===== config.mk =====
export PLATFORM = sky130hd
export DESIGN_NAME = ex_mem_stage
export DESIGN_NICKNAME = d
export VERILOG_FILES = /design/src/rtl/ex_mem_stage.sv
export SDC_FILE = /design/constraint.sdc
export NUM_CORES = 1
export LEC_CHECK = 0
export ABC_AREA = 1
export CAP_MARGIN = 20
export CORE_MARGIN = 3
export CORE_UTILIZATION = 40
export CTS_CLUSTER_SIZE = 16
export DETAILED_ROUTE_END_ITERATION = 8
export GPL_TIMING_DRIVEN = 0
export PLACE_DENSITY_LB_ADDON = 0.15
export SLEW_MARGIN = 0
export SYNTH_ARGS = -nofsm -noshare
export SYNTH_HDL_FRONTEND = slang
export SYNTH_SLANG_ARGS = --single-unit

===== constraint.sdc =====
create_clock -name CLOCK -period 2.05 [get_ports CLOCK]
set_input_delay 0.41 -clock CLOCK [delete_from_list [all_inputs] [get_ports CLOCK]]
set_output_delay 0.41 -clock CLOCK [all_outputs]
set_load 0.02 [all_outputs]

===== src/rtl/ex_mem_stage.sv =====
// EX/MEM pipeline register: captures execute results, forwards writeback data
// into store data, and drives the data-memory strobes with fault and access counting.
module ex_mem_stage #(
  parameter int DATA_W    = 16,
  parameter int REG_W     = 3,
  parameter int MEM_DEPTH = 16
) (
  input  logic              CLOCK,
  input  logic              in_rst,
  input  logic              ex_valid,
  input  logic [DATA_W-1:0] ex_alu_result,
  input  logic [DATA_W-1:0] ex_store_data,
  input  logic [REG_W-1:0]  ex_rs2,
  input  logic [REG_W-1:0]  ex_rd,
  input  logic              ex_mem_read,
  input  logic              ex_mem_write,
  input  logic              ex_reg_write,
  input  logic              in_stall,
  input  logic              in_flush,
  input  logic              wb_reg_write,
  input  logic [REG_W-1:0]  wb_rd,
  input  logic [DATA_W-1:0] wb_data,
  output logic [DATA_W-1:0] out_mem_addr,
  output logic [DATA_W-1:0] out_mem_data,
  output logic              out_cntrl_mem_read,
  output logic              out_cntrl_mem_write,
  output logic              out_valid,
  output logic [DATA_W-1:0] out_alu_result,
  output logic [REG_W-1:0]  out_rd,
  output logic              out_reg_write,
  output logic              out_mem_to_reg,
  output logic              out_load_hazard,
  output logic              out_fault,
  output logic [15:0]       out_load_count,
  output logic [15:0]       out_store_count
);

  localparam logic [DATA_W-1:0] DepthLimit = DATA_W'(MEM_DEPTH);

  logic              valid_q, valid_d;
  logic [DATA_W-1:0] aluResult_q, aluResult_d;
  logic [DATA_W-1:0] storeData_q, storeData_d;
  logic [REG_W-1:0]  rd_q, rd_d;
  logic              memRead_q, memRead_d;
  logic              memWrite_q, memWrite_d;
  logic              regWrite_q, regWrite_d;
  logic              legal_q, legal_d;
  logic              wrDone_q, wrDone_d;
  logic              fault_q, fault_d;
  logic [15:0]       loadCount_q, loadCount_d;
  logic [15:0]       storeCount_q, storeCount_d;

  logic captureEn;
  logic capValid;
  logic capIllegal;
  logic fwdHit;
  logic wrStrobe;

  // Flush forces a capture even while stalled so the bubble actually lands.
  assign captureEn  = !in_stall || in_flush;
  assign capValid   = ex_valid && !in_flush;
  assign capIllegal = capValid && ((ex_mem_read && ex_mem_write) ||
                      ((ex_mem_read || ex_mem_write) && (ex_alu_result >= DepthLimit)));
  assign fwdHit     = wb_reg_write && (wb_rd == ex_rs2) && (wb_rd != '0);
  assign wrStrobe   = valid_q && memWrite_q && legal_q && !wrDone_q;

  always_comb begin
    valid_d      = valid_q;
    aluResult_d  = aluResult_q;
    storeData_d  = storeData_q;
    rd_d         = rd_q;
    memRead_d    = memRead_q;
    memWrite_d   = memWrite_q;
    regWrite_d   = regWrite_q;
    legal_d      = legal_q;
    wrDone_d     = wrDone_q;
    fault_d      = fault_q;
    loadCount_d  = loadCount_q;
    storeCount_d = storeCount_q;
    if (captureEn) begin
      valid_d     = capValid;
      aluResult_d = ex_alu_result;
      storeData_d = fwdHit ? wb_data : ex_store_data;
      rd_d        = ex_rd;
      memRead_d   = ex_mem_read;
      memWrite_d  = ex_mem_write;
      regWrite_d  = ex_reg_write;
      legal_d     = !capIllegal;
      wrDone_d    = 1'b0;
      fault_d     = fault_q || capIllegal;
      if (capValid && !capIllegal && ex_mem_read && (loadCount_q != 16'hFFFF))
        loadCount_d = loadCount_q + 16'd1;
      if (capValid && !capIllegal && ex_mem_write && (storeCount_q != 16'hFFFF))
        storeCount_d = storeCount_q + 16'd1;
    end else if (wrStrobe) begin
      // Held entry already wrote once; suppress repeats for the rest of the stall.
      wrDone_d = 1'b1;
    end
  end

  always_ff @(posedge CLOCK) begin
    if (in_rst) begin
      valid_q      <= 1'b0;
      aluResult_q  <= '0;
      storeData_q  <= '0;
      rd_q         <= '0;
      memRead_q    <= 1'b0;
      memWrite_q   <= 1'b0;
      regWrite_q   <= 1'b0;
      legal_q      <= 1'b0;
      wrDone_q     <= 1'b0;
      fault_q      <= 1'b0;
      loadCount_q  <= '0;
      storeCount_q <= '0;
    end else begin
      valid_q      <= valid_d;
      aluResult_q  <= aluResult_d;
      storeData_q  <= storeData_d;
      rd_q         <= rd_d;
      memRead_q    <= memRead_d;
      memWrite_q   <= memWrite_d;
      regWrite_q   <= regWrite_d;
      legal_q      <= legal_d;
      wrDone_q     <= wrDone_d;
      fault_q      <= fault_d;
      loadCount_q  <= loadCount_d;
      storeCount_q <= storeCount_d;
    end
  end

  assign out_mem_addr        = aluResult_q;
  assign out_mem_data        = storeData_q;
  assign out_cntrl_mem_read  = valid_q && memRead_q && legal_q;
  assign out_cntrl_mem_write = wrStrobe;
  assign out_valid           = valid_q;
  assign out_alu_result      = aluResult_q;
  assign out_rd              = rd_q;
  assign out_reg_write       = regWrite_q && valid_q && legal_q;
  assign out_mem_to_reg      = memRead_q;
  assign out_load_hazard     = valid_q && memRead_q;
  assign out_fault           = fault_q;
  assign out_load_count      = loadCount_q;
  assign out_store_count     = storeCount_q;

endmodule

# After elaboration in Yosys (flattened, before gate mapping)
# Index checks and enable logic that the tools add are counted.
# word_totals
ramBits,0
latchBits,0
rom_bits,0
reg_bits,74
wordCells,49
inputBits,66
mem_count,0
output_inout_bits,90
# classes
n_mux,1
n_eq_ne,3
div,0
n_reduce_logical,30
n_addsub,2
shift,0
n_lt_le_gt_ge,1
multipliers,0
bitwise,0
# op_table
cell,count
$add A16 B1 Y16 const B,2
$ne A16 B16 Y1 const B,2
$logic_and A1 B1 Y1,18
$ge A16 B5 Y1 const B,1
$mux W16,1
$logic_not A1 Y1,4
$logic_or A1 B1 Y1,4
$reduce_and A2 Y1,2
$eq A3 B3 Y1,1
$reduce_bool A3 Y1,1
$reduce_or A2 Y1,1

# Depth between registers and ports, before layout
# logic_depth
ltp_word,9
mapped_depth,12
ltp_nobuf,11

# Worst setup path after synthesis
# OpenSTA, ideal clock, no wires.
# synth_timing
path_type,reg2reg
start,"register storeCount_q[0], in the netlist out_store_count[0]"
end,"register storeCount_q[2], in the netlist out_store_count[2]"
setup_slack_ns,0.360
setup_ns,0.116
period_less_slack_ns,1.690
t_arrival_ns,1.574
t_required_ns,1.934
stages_incl_launch_ff,11
n_path_buf,1
path_cell_list,dfxtp_1 > ha_1 > nand2_2 > nor2_4 > and2_4 > nand3_2 > clkinv_2 > nor2_4 > buf_6 > a21oi_1 > nor2_1
# synth_via
elab_chain_len,3
elab_cells_between_ends,4
classes_between,add/sub: 1; eq/ne: 1; reduce/logical: 2
# synth_rtl
item,line_no,rtl
"start, declared",51,"logic [15:0] storeCount_q, storeCount_d;"
"start signal, assigned",127,storeCount_q <= storeCount_d;
branches (longest 3 deep; another with $add A16 B1 Y16),--,
# Several ways; the timed one is not identified.
# A chain may end at the register's enable or synchronous reset.

# Worst setup path after layout
# layout_timing
start,"register valid_q, in the netlist out_valid"
end,output port out_load_hazard
# layout_via
elab_chain_len,1
# layout_rtl
item,line_no,rtl
"start, declared",40,"logic valid_q, valid_d;"
"start signal, assigned",116,valid_q <= valid_d;
$logic_and A1 B1 Y1,140,assign out_load_hazard = valid_q && memRead_q;
"end, declared",32,"output logic out_load_hazard,"
# No other way between the ends.

==> metrics.cfg <==
[cells_and_area]
ff_latch_area_mm2=0.00148
final_common_cell=clkdlybuf4s50_1
drive_gt1_frac=0.0865
final_cell_mix=clkdlybuf4s50_1 (152), nor2_1 (97), nand2_1 (95), inv_1 (76), dfxtp_1 (74)
post-route-util=0.624
area_growth_pct=48.7
fill_cells=922
num_antenna_cells=0
nNetsFinal=826
multi_input_area_mm2=0.00195
design_area_mm2=0.00590

[place]
pre_cts_ws_ns=-0.104
hpwl_um=8860
gp_congestion=0.888
io_buffer_count=155
dpl-instance-area_mm2=0.00568

[pwr]
ir_drop_mv=0.459
sw_frac_of_total=0.260
p_sw_mw=0.895
leakage_nw=2.63
p_per_area_mw_per_mm2=584
seq_power_share=0.446
p_int_mw=2.55
clkPwrFrac=0.367
combPwrFrac=0.187

[worst_setup_path]
critical_path_peak_fanout=5
reg2reg_depth=8
crit_path_end_kind=output port
startpoint_type=flip-flop
timing.rr.start=out_store_count[0]
worstPathRequired_ns=1.64
path_class=flip-flop to output port
r2r_end=out_store_count[0]
rrSetupSlack_ns=0.25
worstPathArrival_ns=1.51

[logic_synthesis]
synth_cells=592
synth_nets=660
ys_types=32
netlist_area_mm2=0.00397
synth-seq-cells=74
synth_top_area_share=0.373
synth_area_leader_cell=dfxtp_1
ys_seq_area_frac=0.373
synth_area_per_cell_um2=6.70
yosysWarnings=0
ys_top_cells_by_area=dfxtp_1 (37%), nor2_1 (9.2%), nand2_1 (9.0%), o21ai_0 (7.8%), inv_1 (7.2%)

[sta]
final.setup.tns_ns=0
finalSetupViolCount=0
rsz0062_at_grt=false
slew_violations=0
tightest_slew_ns=0.519
fin_ws_ns=0.126
skew_ns=0.00897
slew_headroom=0.654
hold_violations=0
fmax_mhz=520
fin_crit_sh=0.938
fin_crit_ns=1.92
holdWs_ns=0.452

[clock_network]
cts_tree=built
cts_buffer_depth=2
numCtsBuffers=9
worst_skew_pair.late_latency_ns=0.34
holdBufCountCts=0
clockRootBuffer=clkbuf_8
cts_sinks=74
cts_max_level=3
clk_pin_slew_ns=0.08

[drt]
vias=4275
initialDrtViolationCount=158
first_pass_iters=4
viasPerCell=4.79
wire_per_inst_um=12.8
antenna_left=0
wirelength_um=11400
drc_errors=0

[min_path]
holdPathEnd=out_fault
hp-class=flip-flop to flip-flop
min_from=out_fault
whs_path_depth=2

[grt]
grt-ovfl-total=0
first_global_vias=3946
antenna_found_initial=0
grt.total_usage=0.204
grt_pass1_wl_um=18700
grt_max_degree=13

[floorplan]
row_count=35
dieArea_mm2=0.0112
core-area_mm2=0.00946
die_width_um=106
boundaryPins=156
fp.dieH_um=106
initial_core_util=0.419

[flow_run]
cap_violations=0

[status]
status=complete, no violations

-- cells by family (layout without fill, tap and decap cells) --
group | after synthesis | after routing | share of synthesized area
buf+inv | 120 | 291 | 0.136
fa+ha+maj | 2 | 2 | 0.00631
xor+xnor | 8 | 8 | 0.0177
simple gates | 273 | 273 | 0.311
compound gates | 115 | 115 | 0.156
flops | 74 | 74 | 0.373
-- worst max path at each step --
stage	from	endpoint	slack, ns	cells past startpoint
finish	out_valid	out_load_hazard	0.13	3
global route	out_valid	out_load_hazard	0.05	3
CTS	out_valid	out_reg_write	0.009	3
detailed placement	in_flush	out_mem_data[5]	-0.10	7
global placement	ex_mem_read	out_store_count[12]	-0.04	11
floorplan	out_store_count[0]	out_store_count[2]	0.36	10
-- timing repair --
action / 4_1_cts / 5_1_grt
buffers inserted: 0 / 0
cloned: 0 / 0
setup endpoints to repair: 2 / 1
resized for setup: 2 / 1
-- layout make-up --
class	count	area share
buffer	40	0.0405
clock buffer	11	0.0240
clock inverter	5	0.0131
inverter	80	0.0511
multi-input combinational	398	0.330
sequential	74	0.251
tap	129	0.0274
timing repair buffer	155	0.263
-- through the flow --
step | std cells | total power [mW]
finish | 892 | 3.45
global placement | 876 | 2.21
floorplan | 592 | 1.87
detailed placement | 876 | 2.22
global route | 892 | 3.60
CTS | 892 | 3.48
-- power groups by stage --
stage	registers [mW]	clock network, mW	logic, mW
final	1.54	1.26	0.645
after floorplan	1.64	0	0.238
after global routing	1.55	1.35	0.701
after CTS	1.54	1.29	0.652
after detailed placement	1.57	0	0.649
after global placement	1.57	0	0.640
-- cell usage after synthesis (all sizes together) --
library cell / n
dfxtp: 74
clkbuf: 12
xnor2: 2
nand2: 99
o21ai: 69
ha: 2
nand3: 46
nor2: 107
o21bai: 16
and2: 1
inv: 78
o211ai: 1
a21oi: 29
xor2: 6
nor3: 9
clkinv: 2
buf: 28
nand3b: 3
nand4: 8
-- critical path: stages, from the launching register on --
cell and delay (ns):
dfxtp_1 0.45, nand2_1 0.08, inv_1 0.05, clkdlybuf4s50_1 0.59
-- metal layers --
metal | part of all wire | wire, um | vias up | global-route usage
met5 | 0 | 0 | - | 0
met2 | 0.48 | 5500 | 127 | 0.339
li1 | - | - | 2201 | -
met1 | 0.44 | 5040 | 1931 | 0.260
met3 | 0.056 | 640 | 16 | 0.0435
met4 | 0.019 | 216 | 0 | 0.0740
No activity file was read; power rests on OpenSTA's default activity.
